### src/rtl/girl10_out_mon.sv
// Output monitor for the upstream FSM's 9-bit y vector: registers and classifies each sample,
// counts legal events while running and latches an alarm on illegal codes or prolonged silence.
module girl10_out_mon #(
    parameter int unsigned SILENT_MAX = 8,
    parameter int unsigned CNT_W      = 16
) (
    input  logic             clk,
    input  logic             rst,
    input  logic             en,
    input  logic             clr,
    input  logic [8:0]       y_in,
    output logic [8:0]       y_q,
    output logic [3:0]       code_id,
    output logic             illegal,
    output logic             alarm,
    output logic [CNT_W-1:0] evt_cnt,
    output logic [1:0]       state
);

    typedef enum logic [1:0] {
        StIdle  = 2'd0,
        StRun   = 2'd1,
        StAlarm = 2'd2
    } state_e;

    localparam logic [7:0] SilentMaxW = 8'(SILENT_MAX);
    localparam logic [3:0] CodeIllegal = 4'hF;

    state_e           state_q, state_d;
    logic [7:0]       sil_q, sil_d;
    logic [CNT_W-1:0] evt_q, evt_d;
    logic             ill_q, ill_d;
    logic [8:0]       yq_q;
    logic [3:0]       code_q, code_c;

    always_comb begin
        code_c = CodeIllegal;
        case (y_in)
            9'h000:  code_c = 4'd0;
            9'h0C0:  code_c = 4'd1;
            9'h010:  code_c = 4'd2;
            9'h114:  code_c = 4'd3;
            9'h003:  code_c = 4'd4;
            9'h00C:  code_c = 4'd5;
            9'h008:  code_c = 4'd6;
            9'h005:  code_c = 4'd7;
            9'h030:  code_c = 4'd8;
            default: code_c = CodeIllegal;
        endcase
    end

    // Alarm conditions are evaluated before the en-driven return to idle so they win.
    always_comb begin
        state_d = state_q;
        sil_d   = sil_q;
        evt_d   = evt_q;
        ill_d   = 1'b0;
        if (clr) begin
            state_d = StIdle;
            sil_d   = '0;
            evt_d   = '0;
        end else begin
            unique case (state_q)
                StIdle: begin
                    if (en) state_d = StRun;
                end
                StRun: begin
                    if (code_c == CodeIllegal) begin
                        ill_d   = 1'b1;
                        sil_d   = '0;
                        state_d = StAlarm;
                    end else if (code_c == 4'd0) begin
                        sil_d = sil_q + 8'd1;
                        if (sil_d == SilentMaxW) begin
                            state_d = StAlarm;
                        end else if (!en) begin
                            state_d = StIdle;
                        end
                    end else begin
                        sil_d = '0;
                        if (evt_q != {CNT_W{1'b1}}) evt_d = evt_q + CNT_W'(1);
                        if (!en) state_d = StIdle;
                    end
                end
                StAlarm: begin
                    state_d = StAlarm;
                end
                default: begin
                    state_d = StIdle;
                end
            endcase
        end
    end

    always_ff @(posedge clk) begin
        if (!rst) begin
            state_q <= StIdle;
            sil_q   <= '0;
            evt_q   <= '0;
            ill_q   <= 1'b0;
            yq_q    <= '0;
            code_q  <= '0;
        end else begin
            state_q <= state_d;
            sil_q   <= sil_d;
            evt_q   <= evt_d;
            ill_q   <= ill_d;
            yq_q    <= y_in;
            code_q  <= code_c;
        end
    end

    assign y_q     = yq_q;
    assign code_id = code_q;
    assign illegal = ill_q;
    assign alarm   = (state_q == StAlarm);
    assign evt_cnt = evt_q;
    assign state   = state_q;

endmodule

### config.mk
export PLATFORM = sky130hd
export DESIGN_NAME = girl10_out_mon
export DESIGN_NICKNAME = d
export VERILOG_FILES = /design/src/rtl/girl10_out_mon.sv
export SDC_FILE = /design/constraint.sdc
export NUM_CORES = 1
export LEC_CHECK = 0
export BUFFER_PORTS_ARGS = -buffer_cell sky130_fd_sc_hd__buf_2
export CAP_MARGIN = 0
export CORE_MARGIN = 8
export CORE_UTILIZATION = 40
export DETAILED_ROUTE_END_ITERATION = 12
export GPL_TIMING_DRIVEN = 0
export SLEW_MARGIN = 5
export SYNTH_ARGS = -nofsm -noshare
export SYNTH_HDL_FRONTEND = slang
export SYNTH_SLANG_ARGS = --single-unit
### constraint.sdc
create_clock -name clk -period 3.94 [get_ports clk]
set_input_delay 0.394 -clock clk [delete_from_list [all_inputs] [get_ports clk]]
set_output_delay 0.394 -clock clk [all_outputs]
set_load 0.1 [all_outputs]
After elaboration in Yosys (flattened, before gate mapping)
Index checks and enable logic that the tools add are counted.
Storage, ports and cells
  bits in writable memories: 0
  latch bits: 0
  input bits: 13
  memories kept: 0
  bits in registers: 40
  word-level logic and storage cells: 42
  output and inout bits: 33
  bits in read-only memories: 0
Operators by class
  bitwise gates (word level): 4
  shifts and indexed selects: 0
  add/subtract/negate cells: 2
  multiplexer cells: 10
  order comparisons: 0
  div/mod/pow operators: 0
  reductions and logical operators: 6
  multiply operators: 0
  eq/ne operators: 14
Operators by type and width (number)
  one-hot mux 4 bit (9 select lines): 1
  == test 9 x 4 -> 1 bit, second input constant: 2
  adder 16 x 1 -> 16 bit, second input constant: 1
  2-to-1 mux 8 bit: 2
  inequality test 16 bit, second input constant: 1
  2-to-1 mux 2 bit: 5
  == test 9 x 2 -> 1 bit, second input constant: 1
  == test 9 x 3 -> 1 bit, second input constant: 1
  == test 9 x 5 -> 1 bit, second input constant: 1
  == test 9 x 6 -> 1 bit, second input constant: 1
  == test 9 x 8 -> 1 bit, second input constant: 1
  == test 9 bit, second input constant: 1
  logical NOT 9 bit: 1
  adder 8 x 1 -> 8 bit, second input constant: 1
  == test 8 x 4 -> 1 bit, second input constant: 1
  one-hot mux 2 bit (3 select lines): 1
  == test 4 bit, second input constant: 1
  logical NOT 4 bit: 1
  inverter 1 bit: 4
  AND reduction 4 bit: 1
  OR reduction 3 bit: 1
  == test 2 x 1 -> 1 bit, second input constant: 1
  == test 2 bit, second input constant: 1
  logical NOT 2 bit: 1
  3 further kinds: 3

Depth between registers and ports, before layout
Gate-level depths: netlist (run 1).
  depth in word-level cells: 6
  mapped depth: 9
  gate-level depth less buffers: 7

Least setup slack after synthesis (run 1)
OpenSTA, ideal clock, no wires.
  kind: register -> output
  from: register state_q[1], in the netlist state[1]
  to: output alarm
  setup slack: 1.103 ns
  stages on the path, launching flop included: 2
  data arrival time: 2.443 ns
  path through: dfxtp_1 nor2b_1
On the way
  longest elaborated chain between the ends: 1
Ends and longest elaborated chain
  start, declared: line 29  | state_e state_q, state_d;
  start signal, assigned: line 97  | state_q <= StIdle;
  start signal, assigned: line 104  | state_q <= state_d;
  == test 2 bit: line 116  | assign alarm = (state_q == StAlarm);
  end, declared: line 15  | output logic alarm,
Every way passes these cells.

Worst setup path in the final report (run 1)
  from: input y_in[5]
  to: register evt_q[14], in the netlist evt_cnt[14]
On the way
  longest elaborated chain between the ends: 5
  elaborated cells on any way between the ends: 15
  those cells by class: 9 x eq/ne; 1 x mux; 2 x bitwise; 3 x reduce/logical
Ends and longest elaborated chain
  start, declared: line 11  | input logic [8:0] y_in,
  == test 9 x 6 -> 1 bit (tied with other cells): line 38  | case (y_in)
  one-hot mux 4 bit (9 select lines) (*): line 38
  == test 4 bit / logical NOT 4 bit (equally long branches): line 68, 72
  inverter 1 bit (no line)
  AND reduction 4 bit (no line) (*)
  end signal, assigned: line 106  | evt_q <= evt_d;
  end, declared: line 31  | logic [CNT_W-1:0] evt_q, evt_d;
Mark *: on every way between the ends. The rest lies on a longest branch, timed or not.
A chain may end at the register's enable or synchronous reset.

==> flow_summary.toml, run 1 <==
[outcome]
status = "finished clean"

[timing]
timing.final.crit_share_pct = 60.82
rsz0062_at_grt = "false"
max_freq_ghz = 0.4173
setup_viol = 0
setup_ws_ps = 1544
hold_violations = 0
hold-worst-slack_ps = 337.2
max_slew.worst_pin.slew_ps = 673.7
period_minus_slack_ps = 2396
max_slew_margin_pct = 54.74
finalSetupTns_ps = 0
skew_ps = 8.414
report.final.slew_viol_count = 0

[synth]
synth-seq-area-share_pct = 41.37
syn_area_mm2 = 0.001936
synth_edf_count = 0
syn_area_per_cell_um2 = 8.272
synth_xor_area_share_pct = 0.9050
synth_most_common_cell = "dfxtp_1"
syn_nets = 249
yosys_warnings = 0
ys_ff_latch = 40
yosys.area_share.adder_pct = 1.293
yosysTopAreaCell = "dfxtp_1"
ys.flop_type = "dfxtp_1"
yosysUniqueCellTypes = 43
synth_compound_area_share_pct = 17.65
synth_top_area_share_pct = 41.37
synth_common_cells = "dfxtp_1 (40), nand2_1 (22), a21oi_1 (21)"
async_reset_ff_share_pct = 0
synth_top_family_by_area = "simple AND/OR/NAND/NOR gates"
synth_cells = 234
synth_mux_area_share_pct = 1.034
yosys-top-cells-area = "dfxtp_1 (41%), a21oi_1 (5.4%), nand2_1 (4.3%)"
synth-simple-area-share_pct = 33.94

[critical_path]
crit_family = "simple AND/OR/NAND/NOR gates"
worstPathCellList = "buf_2, nor3_1, a2bb2oi_1, a21boi_2, o211ai_2, clkbuf_1, nor4_1, mux2i_1"
critPathKind = "primary input to register"
crit_path_max_fanout = 10
r2r-start = "evt_cnt[6]"
critPathMaxStageDelay_ps = 570
cp_slowest_cell = "nor3_1"
end_kind = "register"
cp-startpoint = "y_in[5]"
crit_arrival_ps = 2620
crit_required_ps = 4170
start_kind = "primary input"
crit_buf_inv = 2

[job]
cap_violations = 0

[global_route]
gr-total-overflow = 0
antenna_found_initial = 0
grt_first_pass_wirelength_mm = 7.997
grt_max_degree = 12
grt_pass1_vias = 1698
grt_use_total_pct = 13.23

[power_and_ir_drop]
power_leakage_nw = 0.8574
pwr_density_cell_mw_per_mm2 = 343.3
finalPower_mw = 0.7883
ir_drop_mv = 0.1370

[place]
portBuffers = 43
dpl.hpwl_mm = 3.475
post-place-ws_ps = 1253
gp_congestion = 0.8242
place_inst = 331

[clock_tree]
cts_max_path_buffers = 2
cts_buffers = 5
clk_latency_ps = 290
path_clk_slew_ps = 80
root_buffer = "clkbuf_8"
cts_post_setup_buffers_inserted = 0
cts_hold_buffers = 0
clock_sinks = 40
htree_num_levels = 2
cts.repair.resized = 0
cts_tree = "built"

[route]
routedWlPerCell_um = 13.89
wl_met3_um = 328
dr.first_iter.drc_count = 98
drt-met1-wl_mm = 2.298
drc = 0
vias_per_cell = 5.524
dr.pass1.iters = 5
met2_length_mm = 2.025
totalWireLength_mm = 4.694
vias = 1867
ant_nets = 0
routed.top_layer = "met4"

[layout]
syn_to_final_growth_pct = 18.62
stdcell_count = 338
antenna_cells = 0
drive_gt1_share_pct = 20.07
nets = 299

[floorplanning]
fp.dieH_um = 85.57
dieWidth_um = 85.57
boundaryPins = 46
rows = 25
core_mm2 = 0.004692
dieArea_mm2 = 0.007321
start_util_pct = 41.25

[min_path]
min-delay-start = "y_in[2]"
hp-class = "primary input to register"
path summary, 6_finish.rpt:
path / end / slack [ps] / cells past startpoint
max: evt_cnt[14] / 1540 / 8
min: y_q[2] / 340 / 2
max reg2reg: evt_cnt[2] / 1940 / 7
min reg2reg: sil_q[1] / 480 / 2
per-layer routing:
metal / vias to the layer above / track usage [%]
li1: 961 / -
met1: 844 / 17.47
met2: 58 / 19.89
met3: 4 / 4.394
met4: 0 / 3.822
met5: - / 0
layout by cell type (no fill, tap or decap), drive strengths merged, types with 6 or more instances in the layout:
cell type  instances
a21oi             21
and2               9
buf               47
clkbuf            14
dfxtp             40
nand2             22
nand2b             7
nand3             12
nand4              8
nor2              14
nor2b              6
nor3               8
o21ai             12
o31ai              7
or3                9
or4                8
final cells by class:
class | instances | area [µm²]
inverters | 3 | 11.26
plain buffers | 12 | 62.56
well taps | 54 | 67.56
flip-flops and latches | 40 | 800.8
multi-input cells | 179 | 1061
clock inverters | 1 | 5.005
fillers | 476 | 2396
clock buffers | 6 | 72.57
repair buffers | 43 | 215.2
per-stage QoR:
| step | cell area [µm²] | util (%) |
|---|---|---|
| 2_1_floorplan | 1936 | - |
| 3_3_place_gp | 2218 | 47.28 |
| 3_5_place_dp | 2218 | 47.28 |
| 4_1_cts | 2296 | 48.93 |
| 5_1_grt | 2296 | 48.93 |
| 6_report | 2296 | 48.93 |
power by group:
part	total (mW)	leakage (nW)	switching (mW)	internal, mW
Clock	0.259	0.0410	0.138	0.120
Combinational	0.115	0.490	0.0916	0.0236
Sequential	0.414	0.326	0.00206	0.412
sequential cells by signal (all words and copies together) (netlist names):
register	count
y_q	9
state	2
illegal	1
code_id	4
sil_q	8
evt_cnt	16
logic make-up (layout without fill, tap and decap cells):
| kind of cell | after synthesis | count (layout) |
|---|---|---|
| fa+ha+maj | 2 | 2 |
| compound gates | 55 | 55 |
| mux | 2 | 2 |
| buf+inv | 15 | 65 |
| simple gates | 118 | 118 |
| flops | 40 | 40 |
| xor+xnor | 2 | 2 |
(Power assumes the default switching activity.)
==> inputs of run 2 (changes only) <==
--- a/config.mk
+++ b/config.mk
@@ -5,6 +5,7 @@
 export SDC_FILE = /design/constraint.sdc
 export NUM_CORES = 1
 export LEC_CHECK = 0
+export ABC_AREA = 1
 export BUFFER_PORTS_ARGS = -buffer_cell sky130_fd_sc_hd__buf_2
 export CAP_MARGIN = 0
 export CORE_MARGIN = 8
==> constraint.sdc (replaced) <==
create_clock -name clk -period 2.4 [get_ports clk]
set_input_delay 0.24 -clock clk [delete_from_list [all_inputs] [get_ports clk]]
set_output_delay 0.24 -clock clk [all_outputs]
set_load 0.1 [all_outputs]
==> run 2 against run 1 <==
- worst hold slack lost 160 ps
- first-iteration DRC count grew 21%
- critical path type is now register to register
- design area grew 15%
==> flow_summary.toml, run 2 <==
[critical_path]
critPathKind = "register to register"
start_kind = "register"
cp_num_cells = 9
ff2ff_setup_slack_ps = 490
crit_path_max_fanout = 10
end_kind = "register"
crit_family = "flip-flops"
crit_arrival_ps = 2060
critPathMaxStageDelay_ps = 510
worstPathCellList = "ha_1, inv_1, nor2_4, nand2_2, o21ai_2, inv_2, buf_2, nand3_1, a21oi_2"
crit_buf_inv = 3
cp_slowest_cell = "dfxtp_1"
crit_required_ps = 2550
reg2regPathDepth = 9

[layout]
fill_cells = 627
syn_to_final_growth_pct = 17.34
largest_reg_flops = 16
multi_input_area_mm2 = 0.001237
stdcell_count = 461
nets = 404
fin_area_mm2 = 0.002641
antenna_cells = 0
drive_gt1_share_pct = 23.39
layout_common_cells = "nand2_1 (93), buf_2 (47), nor2_1 (41)"
layout_commonest_cell = "nand2_1"
layout.area.seq_um2 = 800.8

[synth]
syn_area_mm2 = 0.002251
synth-seq-area-share_pct = 35.58
synth_xor_area_share_pct = 4.669
synth_top_area_share_pct = 35.58
yosys_warnings = 0
synth_cells = 338
synth-simple-area-share_pct = 39.52
syn_area_per_cell_um2 = 6.659
synth_edf_count = 0
ys_ff_latch = 40
yosys.area_share.adder_pct = 1.112
synth_top_family_by_area = "simple AND/OR/NAND/NOR gates"
yosysUniqueCellTypes = 28
synth_mux_area_share_pct = 0
async_reset_ff_share_pct = 0
yosysTopAreaCell = "dfxtp_1"
syn_nets = 353
synth_most_common_cell = "nand2_1"
yosys-top-cells-area = "dfxtp_1 (36%), nand2_1 (16%), nand3_1 (8.2%)"
ys.flop_type = "dfxtp_1"
synth_common_cells = "nand2_1 (93), nor2_1 (42), dfxtp_1 (40)"
synth_compound_area_share_pct = 9.561

[power_and_ir_drop]
ir_drop_mv = 0.2233
swShare_pct = 30.18
internal_power_mw = 0.9076
pwr-share-clk_pct = 32.3
p_comb_share_pct = 15.3
pwr-share-seq_pct = 52.4
power_leakage_nw = 1.234
pwr_density_cell_mw_per_mm2 = 492.2
p_switching_mw = 0.3923

[route]
totalWireLength_mm = 5.423
vias = 2184
ant_nets = 0
vias_per_cell = 4.738
drt-met1-wl_mm = 2.516
dr.pass1.iters = 4
routed.top_layer = "met4"
met2_length_mm = 2.549
wl_met3_um = 310
drc = 0
dr.first_iter.drc_count = 119
routedWlPerCell_um = 11.76

[timing]
max_slew.worst_pin.slew_ps = 565.0
max_slew_margin_pct = 62.34
hold_violations = 0
report.final.slew_viol_count = 0
period_minus_slack_ps = 1914
timing.final.crit_share_pct = 79.74
rsz0062_at_grt = "false"
skew_ps = 7.919
hold-worst-slack_ps = 176.4
finalSetupTns_ps = 0
max_freq_ghz = 0.5225
setup_viol = 0

[floorplanning]
rows = 27
boundaryPins = 46
dieWidth_um = 91.02
dieArea_mm2 = 0.008284
core_mm2 = 0.005473
start_util_pct = 41.13
fp.dieH_um = 91.02

[clock_tree]
cts_max_path_buffers = 2
root_buffer = "clkbuf_8"
htree_num_levels = 2
cts_post_setup_buffers_inserted = 0
cts_buffers = 5
cts_hold_buffers = 0
cts_tree = "built"
clock_sinks = 40
path_clk_slew_ps = 80
clk_latency_ps = 290
cts.repair.resized = 0

[min_path]
whs_path_depth = 3
hp-class = "primary input to register"

[outcome]
status = "finished clean"

[global_route]
antenna_found_initial = 0
grt_pass1_vias = 2112
grt_first_pass_wirelength_mm = 9.432
grt_use_total_pct = 13.61
grt_max_degree = 12
gr-total-overflow = 0

[place]
place_inst = 454
portBuffers = 44
dpl.hpwl_mm = 4.202
placed_area_mm2 = 0.002564
gp_congestion = 0.8766

[job]
cap_violations = 0
==> run 2: cell count changes in the layout (fill, tap and decap cells not counted), moves of 8 or more <==
cell and delta:
inv_1 +33, nand2_1 +71, o21ai_1 -8, nand3_1 +25, or3_1 -9, nand2_2 +8
a21oi_2 +10, and2_1 -9, nor2_1 +27
==> run 2: power by group through the flow <==
stage               clock, mW  sequential (mW)  combinational (mW)
finish                  0.420            0.681               0.199
global route            0.469            0.683               0.213
CTS                     0.447            0.681               0.201
detailed placement          0            0.697               0.200
global placement            0            0.697               0.200
floorplan                   0            0.798              0.0550
==> run 2: worst paths after layout <==
kind,from,to
worst max register to register,evt_cnt[0],evt_cnt[12]
worst min-delay path,y_in[5],y_q[5]
worst max-delay path,evt_cnt[0],evt_cnt[12]
worst min register to register,sil_q[7],sil_q[7]
==> run 2: cell families after synthesis <==
kind of cell               after synthesis
AOI/OAI and AO/OA                       34
buffers and inverters                   50
and+or+nand+nor                        200
xor gates and xnor gates                12
DFF                                     40
adders and majority gates                2
==> run 2: routing by layer <==
layer,GRT usage (%),vias to the layer above
met5,0,-
met4,4.502,0
met3,4.362,5
met2,22.85,53
met1,16.00,953
li1,-,1173
==> run 2: through the flow <==
stage | setup slack (ps) | power [mW] | util [%]
floorplan | 18.65 | 0.8526 | -
CTS | 487.8 | 1.329 | 48.26
global placement | 542.0 | 0.8969 | 46.85
detailed placement | 520.2 | 0.8971 | 46.85
finish | 486.2 | 1.300 | 48.26
global route | 352.9 | 1.365 | 48.26
==> run 2: worst reg2reg max path, stage by stage, from the launching register on <==
cell and delay, ps:
dfxtp_1 510, ha_1 260, inv_1 90, nor2_4 150, nand2_2 90, o21ai_2 170, inv_2 100, buf_2 200
nand3_1 130, a21oi_2 60
==> run 2: area by class of cell <==
| cell class | count | area share, % |
|---|---|---|
| Sequential cell | 40 | 30.32 |
| Tap cell | 72 | 3.411 |
| Timing Repair Buffer | 44 | 8.337 |
| Multi-Input combinational cell | 248 | 46.85 |
| Clock inverter | 1 | 0.1895 |
| Inverter | 44 | 6.253 |
| Buffer | 6 | 1.895 |
| Clock buffer | 6 | 2.748 |
==> inputs of run 3 (changes only) <==
--- a/config.mk
+++ b/config.mk
@@ -5,7 +5,7 @@
 export SDC_FILE = /design/constraint.sdc
 export NUM_CORES = 1
 export LEC_CHECK = 0
-export ABC_AREA = 1
+export ABC_AREA = 0
 export BUFFER_PORTS_ARGS = -buffer_cell sky130_fd_sc_hd__buf_2
 export CAP_MARGIN = 0
 export CORE_MARGIN = 8
==> constraint.sdc (replaced) <==
create_clock -name clk -period 1.7 [get_ports clk]
set_input_delay 0.17 -clock clk [delete_from_list [all_inputs] [get_ports clk]]
set_output_delay 0.17 -clock clk [all_outputs]
set_load 0.1 [all_outputs]
==> run 3 against run 2 <==
- the flow now finishes with violations (setup timing)
- non-clock buffer count rose by 27
- cell count shrank 22%
- sequential share of layout area decreased by 0.40 points
- routed wire length rose by 3.0%
- sequential cell count stayed put
- sequential power increased by 38%
- first-iteration DRC count is 15% higher
- global-route usage grew 1.3 points
- clock power is 88% higher
- via count fell by 7.2%
- design area rose by 8.6%
- largest power group unchanged
==> flow_summary.toml, run 3 (same netlist as run 1, synthesis figures left out) <==
[outcome]
status = "finished, violations left"
violations = "setup timing"

[floorplanning]
dieArea_mm2 = 0.007321
core_mm2 = 0.004692
start_util_pct = 41.25
boundaryPins = 46
fp.dieH_um = 85.57
rows = 25
dieWidth_um = 85.57

[timing]
max_slew.worst_pin.slew_ps = 640.2
report.final.slew_viol_count = 0
period_minus_slack_ps = 1887
hold_violations = 0
skew_ps = 5.359
timing.final.crit_share_pct = 111.0
rsz0062_at_grt = "true"
setup_viol = 14
hold-worst-slack_ps = 113.8
setup_ws_ps = -187.0
max_freq_ghz = 0.5299
max_slew_margin_pct = 57.32

[power_and_ir_drop]
swShare_pct = 28.66
pwr-share-seq_pct = 46.2
power_leakage_nw = 1.097
p_comb_share_pct = 15.1
internal_power_mw = 1.451
finalPower_mw = 2.034
p_switching_mw = 0.5829
ir_drop_mv = 0.3928
pwr-share-clk_pct = 38.7
pwr_density_cell_mw_per_mm2 = 708.8

[clock_tree]
cts_buffers = 5
cts_hold_buffers = 0
htree_num_levels = 2
clk_latency_ps = 300
cts_tree = "built"
cts_max_path_buffers = 2
clock_sinks = 40
root_buffer = "clkbuf_8"
path_clk_slew_ps = 80

[critical_path]
crit_arrival_ps = 2110
critPathMaxStageDelay_ps = 540
worst_path_most_repeated_cell = "buf_6"
end_kind = "register"
start_kind = "primary input"
critPathKind = "primary input to register"
crit_required_ps = 1920
worstPathCellList = "buf_8, or4bb_4, a2bb2oi_4, a21boi_4, o211ai_4, buf_6, buf_6, or4_4, a21oi_2"
crit_path_max_fanout = 7
cp_slowest_cell = "or4bb_4"

[global_route]
grt_first_pass_wirelength_mm = 8.776
grt_max_degree = 14
grt_pass1_vias = 1816
gr-total-overflow = 0
met1_usage_pct = 19.31
antenna_found_initial = 0
grt_use_total_pct = 14.87
grt_use_met2_pct = 22.85
grtUsageMet3_pct = 4.489
grt-busiest-layer = "met2"

[layout]
largest_reg_flops = 16
layout_common_cells = "buf_2 (41), dfxtp_1 (22), nand2_1 (20), buf_4 (20), a21oi_1 (18)"
drive_gt1_share_pct = 43.00
layout_commonest_cell = "buf_2"
antenna_cells = 0
nets = 321
syn_to_final_growth_pct = 48.22

[min_path]
hp-class = "primary input to register"

[route]
drc = 0
dr.pass1.iters = 4
dr.first_iter.drc_count = 137
vias = 2026
vias_per_cell = 5.612
ant_nets = 0
totalWireLength_mm = 5.584
routedWlPerCell_um = 15.47

[place]
portBuffers = 43
gp_congestion = 0.7931
dpl.hpwl_mm = 3.478

[job]
cap_violations = 0
-- run 3: cell count changes in the layout (fill, tap and decap cells not counted), moves of 18 or more --
cell,change
nand2_1,-73
dfxtp_1,-18
buf_4,+20
nor2_1,-29
inv_1,-33
nand3_1,-27
-- run 3: final timing paths --
kind / slack (ps) / endpoint / startpoint / depth (start not counted)
max: -190 / evt_cnt[15] / y_in[5] / 9
min: 110 / y_q[2] / y_in[2] / 2
max reg2reg: -150 / evt_cnt[13] / evt_cnt[3] / 6
min reg2reg: 480 / sil_q[1] / sil_q[1] / 2
-- run 3: routing by layer --
metal | share of wire (%) | up-vias
met3 | 6.3 | 10
met4 | 1.6 | 0
met1 | 47 | 942
li1 | - | 1008
met2 | 45 | 66
met5 | 0 | -
-- run 3: power groups by stage --
stage | sequential (mW) | combinational (mW) | clock, mW
detailed placement | 0.962 | 0.271 | 0
global placement | 0.961 | 0.272 | 0
CTS | 0.940 | 0.298 | 0.805
global route | 0.942 | 0.322 | 0.848
floorplan | 1.10 | 0.0743 | 0
finish | 0.940 | 0.306 | 0.788
-- run 3: through the flow --
| stage | worst slack [ps] | util, % | cell area [µm²] | setup TNS, ps | instances |
|---|---|---|---|---|---|
| after floorplan | -415.9 | - | 2052 | -5140 | 234 |
| after global placement | -643.0 | 49.76 | 2335 | -11310 | 331 |
| after detailed placement | -668.0 | 49.76 | 2335 | -11460 | 331 |
| after CTS | -184.0 | 57.31 | 2689 | -1222 | 352 |
| after global routing | -227.9 | 61.15 | 2869 | -1872 | 361 |
| final | -187.0 | 61.15 | 2869 | -1269 | 361 |
-- run 3: critical path: cells and delay by family --
family	cells	cell delay, ps
AND/OR/NAND/NOR	2	960
AO/OA/AOI/OAI	4	590
buffers and inverters	3	380
-- run 3: layout make-up --
cell class / count / area (µm²)
clock buffer: 5 / 68.82
tap: 54 / 67.56
sequential: 40 / 858.3
multi-input combinational: 179 / 1287
buffer: 12 / 111.4
clock inverter: 3 / 41.29
timing repair buffer: 65 / 422.9
inverter: 3 / 11.26
fill: 393 / 1823
-- run 3: what timing repair did --
action | in CTS | in global routing
setup buffers | 11 | 10
gates cloned | 2 | 0
endpoints found under the setup margin | 19 | 16
gates resized for setup | 31 | 25
pin swaps | 15 | 10
